### src/rtl/regfile_wr_arbiter_pkg.sv
// Shared constants for the register-set write path: default widths, register
// count, requester indices and the round-robin pointer advance helper.
package jac_regfile_pkg;

  localparam int DEF_DATA_WIDTH = 8;
  localparam int DEF_SEL_WIDTH  = 2;
  localparam int NUM_REGISTERS  = 4;
  localparam int REQ_IDX_W      = 3;

  localparam int REQ_ALU = 0;
  localparam int REQ_MEM = 1;
  localparam int REQ_IO  = 2;

  // Pointer following a grant to idx, wrapping after the last requester.
  function automatic logic [REQ_IDX_W-1:0] rr_next(input logic [REQ_IDX_W-1:0] idx,
                                                   input int unsigned num_req);
    rr_next = (32'(idx) == (num_req - 32'd1)) ? 3'd0 : idx + 3'd1;
  endfunction

endpackage

### src/rtl/regfile_wr_arbiter_if.sv
// Requester-side valid/ready write bus: flat per-requester select and data
// vectors, one-hot ready returned by the arbiter.
interface regfile_wr_arbiter_if
  import jac_regfile_pkg::*;
#(
  parameter int NUM_REQ   = 3,
  parameter int SEL_WIDTH = DEF_SEL_WIDTH,
  parameter int DataWidth = DEF_DATA_WIDTH
);

  logic [NUM_REQ-1:0]           req_valid;
  logic [NUM_REQ*SEL_WIDTH-1:0] req_sel;
  logic [NUM_REQ*DataWidth-1:0] req_data;
  logic [NUM_REQ-1:0]           req_ready;

  modport master (
    output req_valid,
    output req_sel,
    output req_data,
    input  req_ready
  );

  modport slave (
    input  req_valid,
    input  req_sel,
    input  req_data,
    output req_ready
  );

endinterface

### src/rtl/regfile_wr_arbiter_rr_arbiter.sv
// Combinational round-robin arbiter: the first set request at or after ptr
// (modulo NUM_REQ) wins. Reusable for any request vector of 2..8 bits.
module rr_arbiter
  import jac_regfile_pkg::*;
#(
  parameter int NUM_REQ = 3
) (
  input  logic [NUM_REQ-1:0]   req,
  input  logic [REQ_IDX_W-1:0] ptr,
  input  logic                 en,
  output logic [NUM_REQ-1:0]   gnt,
  output logic [REQ_IDX_W-1:0] gnt_idx
);

  logic [NUM_REQ-1:0]   req_rot_s;
  logic [REQ_IDX_W-1:0] pos_s;
  logic [REQ_IDX_W:0]   sum_s;
  logic                 any_s;

  // Rotating right by ptr puts the highest-priority requester at bit 0.
  assign req_rot_s = NUM_REQ'({req, req} >> ptr);
  assign any_s     = |req_rot_s;

  // Lowest set bit of the rotated vector is the distance from ptr to the winner.
  always_comb begin
    pos_s = 3'd0;
    for (int k = NUM_REQ - 1; k >= 0; k--) begin
      pos_s = req_rot_s[k] ? 3'(k) : pos_s;
    end
  end

  assign sum_s   = {1'b0, ptr} + {1'b0, pos_s};
  assign gnt_idx = (sum_s >= 4'(NUM_REQ)) ? 3'(sum_s - 4'(NUM_REQ)) : sum_s[REQ_IDX_W-1:0];

  // Decode the winner index back to a one-hot grant, gated by enable.
  always_comb begin
    gnt = '0;
    for (int k = 0; k < NUM_REQ; k++) begin
      gnt[k] = en & any_s & (gnt_idx == 3'(k));
    end
  end

endmodule

### src/rtl/regfile_wr_arbiter.sv
// Shares the register set's single write port between several writeback
// sources with round-robin arbitration and a registered write stage.
module regfile_wr_arbiter
  import jac_regfile_pkg::*;
#(
  parameter int DataWidth = DEF_DATA_WIDTH,
  parameter int SEL_WIDTH = DEF_SEL_WIDTH,
  parameter int NUM_REQ   = 3
) (
  input  logic                 clk,
  input  logic                 res_n,
  input  logic                 hold,
  regfile_wr_arbiter_if.slave  req,
  output logic                 wr_en,
  output logic [SEL_WIDTH-1:0] wr_sel,
  output logic [DataWidth-1:0] reg_in,
  output logic [REQ_IDX_W-1:0] grant_id
);

  logic [REQ_IDX_W-1:0] rr_ptr_r;
  logic                 wr_en_r;
  logic [SEL_WIDTH-1:0] wr_sel_r;
  logic [DataWidth-1:0] reg_in_r;
  logic [REQ_IDX_W-1:0] grant_id_r;

  logic                 arb_en_s;
  logic [NUM_REQ-1:0]   gnt_s;
  logic [REQ_IDX_W-1:0] gnt_idx_s;
  logic                 transfer_s;
  logic [SEL_WIDTH-1:0] sel_mux_s;
  logic [DataWidth-1:0] data_mux_s;

  // Reset is folded in so ready is low while res_n is asserted.
  assign arb_en_s = ~hold & res_n;

  rr_arbiter #(
    .NUM_REQ (NUM_REQ)
  ) u_rr_arbiter (
    .req     (req.req_valid),
    .ptr     (rr_ptr_r),
    .en      (arb_en_s),
    .gnt     (gnt_s),
    .gnt_idx (gnt_idx_s)
  );

  assign req.req_ready = gnt_s;
  assign transfer_s    = |(req.req_valid & gnt_s);

  // Select and data slices of the winning requester; only consumed on a transfer.
  always_comb begin
    sel_mux_s  = '0;
    data_mux_s = '0;
    for (int k = 0; k < NUM_REQ; k++) begin
      sel_mux_s  = (gnt_idx_s == 3'(k)) ? req.req_sel[k*SEL_WIDTH +: SEL_WIDTH] : sel_mux_s;
      data_mux_s = (gnt_idx_s == 3'(k)) ? req.req_data[k*DataWidth +: DataWidth] : data_mux_s;
    end
  end

  // Pointer and write stage; without a transfer only the strobe drops.
  always_ff @(posedge clk or negedge res_n) begin
    if (!res_n) begin
      rr_ptr_r   <= 3'd0;
      wr_en_r    <= 1'b0;
      wr_sel_r   <= '0;
      reg_in_r   <= '0;
      grant_id_r <= 3'd0;
    end else if (transfer_s) begin
      rr_ptr_r   <= rr_next(gnt_idx_s, NUM_REQ);
      wr_en_r    <= 1'b1;
      wr_sel_r   <= sel_mux_s;
      reg_in_r   <= data_mux_s;
      grant_id_r <= gnt_idx_s;
    end else begin
      wr_en_r    <= 1'b0;
    end
  end

  assign wr_en    = wr_en_r;
  assign wr_sel   = wr_sel_r;
  assign reg_in   = reg_in_r;
  assign grant_id = grant_id_r;

endmodule

### src/flat_wrapper.sv
// flat-port wrapper written by rule: the top's interface ports become plain ports
module regfile_wr_arbiter_flat import jac_regfile_pkg::*;
#(
  parameter int DataWidth = DEF_DATA_WIDTH,
  parameter int SEL_WIDTH = DEF_SEL_WIDTH,
  parameter int NUM_REQ   = 3
)
  (clk, res_n, hold, wr_en, wr_sel, reg_in, grant_id, req_req_valid, req_req_sel, req_req_data, req_req_ready);
  regfile_wr_arbiter_if #(.NUM_REQ(NUM_REQ), .SEL_WIDTH(SEL_WIDTH), .DataWidth(DataWidth)) req_i ();
  input  logic clk;
  input  logic res_n;
  input  logic hold;
  output logic wr_en;
  output logic [SEL_WIDTH-1:0] wr_sel;
  output logic [DataWidth-1:0] reg_in;
  output logic [REQ_IDX_W-1:0] grant_id;
  input wire logic [$bits(req_i.req_valid)-1:0] req_req_valid;
  input wire logic [$bits(req_i.req_sel)-1:0] req_req_sel;
  input wire logic [$bits(req_i.req_data)-1:0] req_req_data;
  output wire logic [$bits(req_i.req_ready)-1:0] req_req_ready;
  assign req_i.req_valid = req_req_valid;
  assign req_i.req_sel = req_req_sel;
  assign req_i.req_data = req_req_data;
  assign req_req_ready = req_i.req_ready;
  regfile_wr_arbiter #(.DataWidth(DataWidth), .SEL_WIDTH(SEL_WIDTH), .NUM_REQ(NUM_REQ)) u_core (.clk(clk), .res_n(res_n), .hold(hold), .req(req_i), .wr_en(wr_en), .wr_sel(wr_sel), .reg_in(reg_in), .grant_id(grant_id));
endmodule
### config.mk
export PLATFORM = sky130hd
export DESIGN_NAME = regfile_wr_arbiter_flat
export DESIGN_NICKNAME = d
export VERILOG_FILES = /design/src/rtl/regfile_wr_arbiter_pkg.sv /design/src/rtl/regfile_wr_arbiter_if.sv /design/src/rtl/regfile_wr_arbiter_rr_arbiter.sv /design/src/rtl/regfile_wr_arbiter.sv /design/src/flat_wrapper.sv
export SDC_FILE = /design/constraint.sdc
export NUM_CORES = 1
export LEC_CHECK = 0
export ABC_AREA = 0
export BUFFER_PORTS_ARGS = -buffer_cell sky130_fd_sc_hd__clkbuf_2
export CORE_ASPECT_RATIO = 1.25
export CORE_UTILIZATION = 45
export CTS_CLUSTER_SIZE = 8
export DETAILED_ROUTE_END_ITERATION = 6
export GPL_TIMING_DRIVEN = 1
export PLACE_DENSITY = 0.83
export SLEW_MARGIN = 10
export SYNTH_ARGS = -nofsm -noshare
export SYNTH_HDL_FRONTEND = slang
export SYNTH_SLANG_ARGS = --single-unit
### constraint.sdc
create_clock -name clk -period 8 [get_ports clk]
set_input_delay 0 -clock clk [delete_from_list [all_inputs] [get_ports clk]]
set_output_delay 0 -clock clk [all_outputs]
set_load 0.01 [all_outputs]
Word-level counts from Yosys, hierarchy flattened
Index checks and enable logic that the tools add are counted.
{ "word_totals": {"regBits": 17, "inputBits": 36, "output_inout_bits": 17, "word_cells": 34} }
{ "classes": {"add_sub_neg": 3, "magnitude_cmp": 1, "n_eq_ne": 2, "n_shift": 1, "n_mux": 12, "bitwise_logic": 7, "reduce_logical": 3} }
{ "op_table": {"columns": ["operator", "count"], "rows": [
  ["8-bit 2-to-1 mux", 3],
  ["2-bit 2-to-1 mux", 6],
  ["3-bit 2-to-1 mux", 2],
  ["3-bit OR reduction", 2],
  ["6-bit by 3-bit >> shifter with 3-bit output", 1],
  ["1-bit AND", 5],
  ["3-bit by 2-bit adder with 4-bit output", 1],
  ["4-bit by 2-bit >= comparator with 1-bit output, second input constant", 1],
  ["3-bit by 1-bit adder with 3-bit output, second input constant", 1],
  ["3-bit AND", 1],
  ["3-bit by 1-bit == test with 1-bit output, second input constant", 1],
  ["3-bit by 2-bit == test with 1-bit output, second input constant", 1],
  ["3-bit logical NOT", 1],
  ["3-bit by 2-bit subtractor with 3-bit output, second input constant", 1],
  ["1-bit 2-to-1 mux", 1],
  ["1-bit NOT", 1]
]} }

Depth between registers and ports, before layout
{ "depth": {"word_depth": 12, "ltp_mapped": 15} }

Cells and area by module
Synthesis repeated with hierarchy kept, for this count alone.
{ "unflattened": {"hier_cells": 145, "area_unflattened_um2": 1311.3} }
{ "by_module_without_submodules": {"columns": ["module", "instances", "cells_each", "area_each_um2"], "rows": [
  ["regfile_wr_arbiter", 1, 92, 903.4],
  ["rr_arbiter", 1, 53, 407.9]
]} }

Worst setup path after synthesis
Ideal clock, no wire load.
{ "synth_path": {"kind": "register -> register", "startpoint": "register u_core.rr_ptr_r[0]", "endpoint": "register u_core.reg_in_r[0], in the netlist u_core.reg_in[0]", "setup_time_ns": 0.079, "t_arrival_ns": 3.410, "required_ns": 7.921, "slack_ns": 4.511, "path_stages_with_launch": 15, "period_less_slack_ns": 3.489, "cell_sequence": "dfrtp_1 > nand2b_1 > o21ai_0 > o21ai_0 > o21ai_0 > ha_1 > fa_1 > ha_1 > buf_6 > and3b_1 > a211o_1 > a311o_1 > a31oi_4 > buf_12 > mux2i_1"} }
{ "synth_via": {"elab_chain_len": 11} }
{ "synth_lines": {"columns": ["element", "line_no", "text"], "rows": [
  ["start: declaration", "regfile_wr_arbiter.sv:20", "logic [REQ_IDX_W-1:0] rr_ptr_r;"],
  ["start signal: assignment", "regfile_wr_arbiter.sv:68", "rr_ptr_r <= rr_next(gnt_idx_s, NUM_REQ);"],
  ["6-bit by 3-bit >> shifter with 3-bit output", "regfile_wr_arbiter_rr_arbiter.sv:21", "assign req_rot_s = NUM_REQ'({req, req} >> ptr);"],
  ["2-bit 2-to-1 mux (3 in a row)", "regfile_wr_arbiter_rr_arbiter.sv:28", "pos_s = req_rot_s[k] ? 3'(k) : pos_s;"],
  ["3-bit by 2-bit adder with 4-bit output", "regfile_wr_arbiter_rr_arbiter.sv:32", "assign sum_s = {1'b0, ptr} + {1'b0, pos_s};"],
  ["4-bit by 2-bit >= comparator with 1-bit output or 3-bit by 2-bit subtractor with 3-bit output (tied branches)", "regfile_wr_arbiter_rr_arbiter.sv:33", "assign gnt_idx = (sum_s >= 4'(NUM_REQ)) ? 3'(sum_s - 4'(NUM_REQ)) : sum_s[REQ_IDX_W-1:0];"],
  ["3-bit 2-to-1 mux", "regfile_wr_arbiter_rr_arbiter.sv:33", null],
  ["3-bit by 1-bit == test with 1-bit output, or another cell as far along", "regfile_wr_arbiter_rr_arbiter.sv:39", "gnt[k] = en & any_s & (gnt_idx == 3'(k));"],
  ["1-bit AND", "regfile_wr_arbiter_rr_arbiter.sv:39", null],
  ["3-bit AND (*)", "regfile_wr_arbiter.sv:47", "assign transfer_s = |(req.req_valid & gnt_s);"],
  ["3-bit OR reduction (*)", "regfile_wr_arbiter.sv:47", null],
  ["named net u_core.transfer_s", "regfile_wr_arbiter.sv:29", "logic transfer_s;"],
  ["end signal: assignment", "regfile_wr_arbiter.sv:71", "reg_in_r <= data_mux_s;"],
  ["end: declaration", "regfile_wr_arbiter.sv:23", "logic [DataWidth-1:0] reg_in_r;"]
]} }
The timed path passes the listed nets; every way through them passes the cells marked *.
A chain may end at the register's enable or synchronous reset.

Worst setup path after layout
{ "layout_path": {"startpoint": "register u_core.rr_ptr_r[0]", "endpoint": "output port req_req_ready[2]"} }
{ "layout_via": {"elab_chain_len": 9} }
{ "layout_lines": {"columns": ["element", "line_no", "text"], "rows": [
  ["6-bit by 3-bit >> shifter with 3-bit output", "regfile_wr_arbiter_rr_arbiter.sv:21", null],
  ["2-bit 2-to-1 mux (3 in a row)", "regfile_wr_arbiter_rr_arbiter.sv:28", null],
  ["3-bit by 2-bit adder with 4-bit output", "regfile_wr_arbiter_rr_arbiter.sv:32", null],
  ["4-bit by 2-bit >= comparator with 1-bit output or 3-bit by 2-bit subtractor with 3-bit output (tied branches)", "regfile_wr_arbiter_rr_arbiter.sv:33", null],
  ["3-bit 2-to-1 mux", "regfile_wr_arbiter_rr_arbiter.sv:33", null],
  ["3-bit by 2-bit == test with 1-bit output", "regfile_wr_arbiter_rr_arbiter.sv:39", null],
  ["1-bit AND (*)", "regfile_wr_arbiter_rr_arbiter.sv:39", null],
  ["end: declaration", "flat_wrapper.sv:20", "output wire logic [$bits(req_i.req_ready)-1:0] req_req_ready;"]
]} }
Every way passes the cells marked *; elsewhere a longest branch is shown, timed or not.

==> metrics.md <==
| Metric | Value |
|---|---|
| Period utilisation layout | `52.77%` |
| Critical Path AT | `4220 ps` |
| IR drop worst, VDD | `0.0002908 V` |
| Post-layout total power | `774.5 uW` |
| #FFs+latches synth | `17` |
| Data required time at the worst endpoint | `8000 ps` |
| Top post-synthesis cells by area | `dfrtp_1 33%, a222oi_1 7.9%, mux2i_1 7.9%, inv_1 5.0%, ha_1 2.9%` |
| Post-route ant nets | `0` |
| Area leader, netlist | `dfrtp_1` |
| Starting utilization of the core area | `47.48%` |
| Final core utilization | `57.56%` |
| Pre-antenna DRT Iters | `5` |
| DIE WIDTH | `49.56 um` |
| Yosys warning count | `0` |
| Leakage dissipation | `0.7400 nW` |
| Total congestion overflow after global routing | `0` |
| Crit path kind | `reg2out` |
| Smallest hold slack | `2.568 ps` |
| CTS tree | `done` |
| All-Layer GR Usage | `21.47%` |
| I/O pin cnt | `53` |
| DP Worst Slack | `3965 ps` |
| HPWL Detailed | `2315 um` |
| Cell Rows | `21` |
| Total detailed-routing wirelength | `3014 um` |
| First-pass GRT wire length | `4878 um` |
| Crit end category | `primary output` |
| Number of enable flip-flop cells after synthesis | `0` |
| Setup tns final | `0 ps` |
| Worst Max-Slew Pin Slew | `973.0 ps` |
| Sequential element share of the synthesized area | `33.43%` |
| Hold-fix buffers at CTS | `1` |
| Final count of pins violating max slew | `0` |
| Number of vias in the routed layout | `1,202` |
| Async SR Flop Fraction | `100.0%` |
| Area of the core | `2680 um2` |
| Minimum period implied by the final worst setup slack | `4222 ps` |
| Area share of the leading cell type in the synthesized netlist | `33.43%` |
| Total nets after synthesis | `169` |
| Total of endpoints with negative setup slack in the final report | `0` |
| Worst min-delay path category | `in2reg` |
| Fin. Hold Viols | `0` |
| Avg Cell Area, Syn | `9.864 um2` |
| Antenna violations before repair | `0` |
| Sequence of cells on the critical path | `nand2b_1 > o21ai_0 > o21ai_0 > o21ai_0 > ha_1 > fa_1 > ha_1 > and3b_1 > a211o_2 > a31oi_1 > nor2b_1 > clkbuf_2` |
| CTS root buf | `clkbuf_4` |
| Placed instance area | `1506 um2` |
| Initial DRC count | `50` |
| GPL Wtd Cong | `0.9472` |
| Layout overhead on the synthesized area | `21.24%` |
| Top flip-flop cell by instance count after synthesis | `dfrtp_1` |
| Finished Cell Area | `1543 um2` |
| CP most frequent cell | `o21ai_0` |
| Critical-path cell with the highest stage delay | `a31oi_1` |
| Clock Skew | `3.871 ps` |
| Yosys cell types | `47` |
| Cts bufs inserted | `3` |
| Slew Limit Headroom | `34.83%` |
| H-tree Lvls | `1` |
| # nets final | `219` |
| DR DRC count | `0` |
| Count of max-cap constraint violations | `0` |
| Worst-skew pair later-pin latency | `290 ps` |
| Number of standard cells after synthesis | `129` |
| Commonest cells after routing, fill and taps aside | `52 x clkbuf_2, 17 x inv_1, 17 x dfrtp_1` |
| Most common library cell in the layout ignoring fill and taps | `clkbuf_2` |
| Post-Layout Cell Count | `212` |
| Crit path max fanout | `11` |
| Startpoint types | `register` |
| Height of the chip | `61.46 um` |
| Worst path setup slack after routing | `3778 ps` |
| Die area | `3046 um2` |
| Placed cell count | `207` |
| Achievable clock frequency | `236.9 MHz` |
| Via count of the first global-routing pass | `1,108` |
| Post-cts repair resize count | `0` |
| Port bufs | `52` |
| Clock tree sinks | `17` |
| Fraction of final layout cells sized beyond drive strength 1 | `35.39%` |
| Delay contributed by the slowest stage of the critical path | `700 ps` |
| Clock transition at the register clock pins on the worst setup and hold paths after CTS | `90 ps` |
| Largest net degree at the start of global routing | `19` |
| Outcome | `completed` |
| RSZ-0062 raised after global routing | `false` |
| Deepest clock path buffer count | `2` |
| Number of diodes | `0` |
| Routed length per instance | `14.22 um` |
| Post-synthesis instance area | `1272 um2` |
| Total power divided by cell area | `502.0 nW/um2` |
| Drt via density | `5.670` |
| Post-CTS setup repair buffer count | `0` |
worst max-delay path: cells and delay by family (launching register included):
family                     cells  cell delay (ps)
adders and majority gates      3             1230
and+or+nand+nor                3              710
DFF                            1              450
AOI/OAI and AO/OA              5             1360
buffers and inverters          1              170
worst paths after layout:
path	slack (ps)	cells past startpoint	to	start
min in group asynchronous	170	2	u_core.wr_sel[0]$_DFFE_PN0P_	res_n
hold / removal	3	3	u_core.reg_in[3]$_DFFE_PN0P_	req_req_data[3]
setup reg to reg	3940	12	u_core.grant_id[2]$_DFFE_PN0P_	u_core.rr_ptr_r[0]$_DFFE_PN0P_
setup / recovery	3780	12	req_req_ready[2]	u_core.rr_ptr_r[0]$_DFFE_PN0P_
max in group asynchronous	7510	2	u_core.rr_ptr_r[0]$_DFFE_PN0P_	res_n
hold reg to reg	520	1	u_core.grant_id[1]$_DFFE_PN0P_	u_core.grant_id[1]$_DFFE_PN0P_
final cells by class:
class	instances	area, um2
inverters	17	63.81
well taps	34	42.54
repair buffers	53	270.3
flip-flops and latches	17	425.4
clock buffers	4	26.28
fillers	247	1137
multi-input cells	87	714.4
cell families after synthesis:
logic type | share of synthesized area, %
buffers and inverters | 10.42
adders and majority gates | 4.523
xor gates and xnor gates | 1.770
and+or+nand+nor | 17.40
DFF | 33.43
AOI/OAI and AO/OA | 24.58
muxes | 7.867
state kept, by name, indices dropped and copies added (netlist names):
signal and count:
u_core.wr_en 1, u_core.rr_ptr_r 3, u_core.wr_sel 2, u_core.grant_id 3, u_core.reg_in 8
synth_stat cells (2+ instances only):
cell      number
clkbuf_1       2
or3_1          2
nand3b_1       4
dfrtp_1       17
nor2_1         4
a311o_1        2
inv_1         17
mux2i_1       10
nand2b_1       2
o21ai_0        5
nor2b_1        5
ha_1           3
and2b_2        2
a21oi_1        4
a31oi_1        2
o21ai_1        2
nor4_1         2
buf_2          3
a222oi_1      10
nand2_1        4
per-layer routing:
layer / track usage, % / vias to the layer above / part of all wire, %
li1: - / 590 / -
met1: 25.99 / 548 / 42
met2: 37.45 / 60 / 48
met3: 2.469 / 4 / 7.0
met4: 12.24 / 0 / 2.0
met5: 0 / - / 0
report_power, final:
part | total [mW] | switching (mW) | internal, mW
sequential | 0.151 | 0.0282 | 0.123
combinational | 0.578 | 0.322 | 0.256
clock | 0.0451 | 0.0257 | 0.0194
total | 0.774 | 0.376 | 0.398
(Power assumes the default switching activity.)
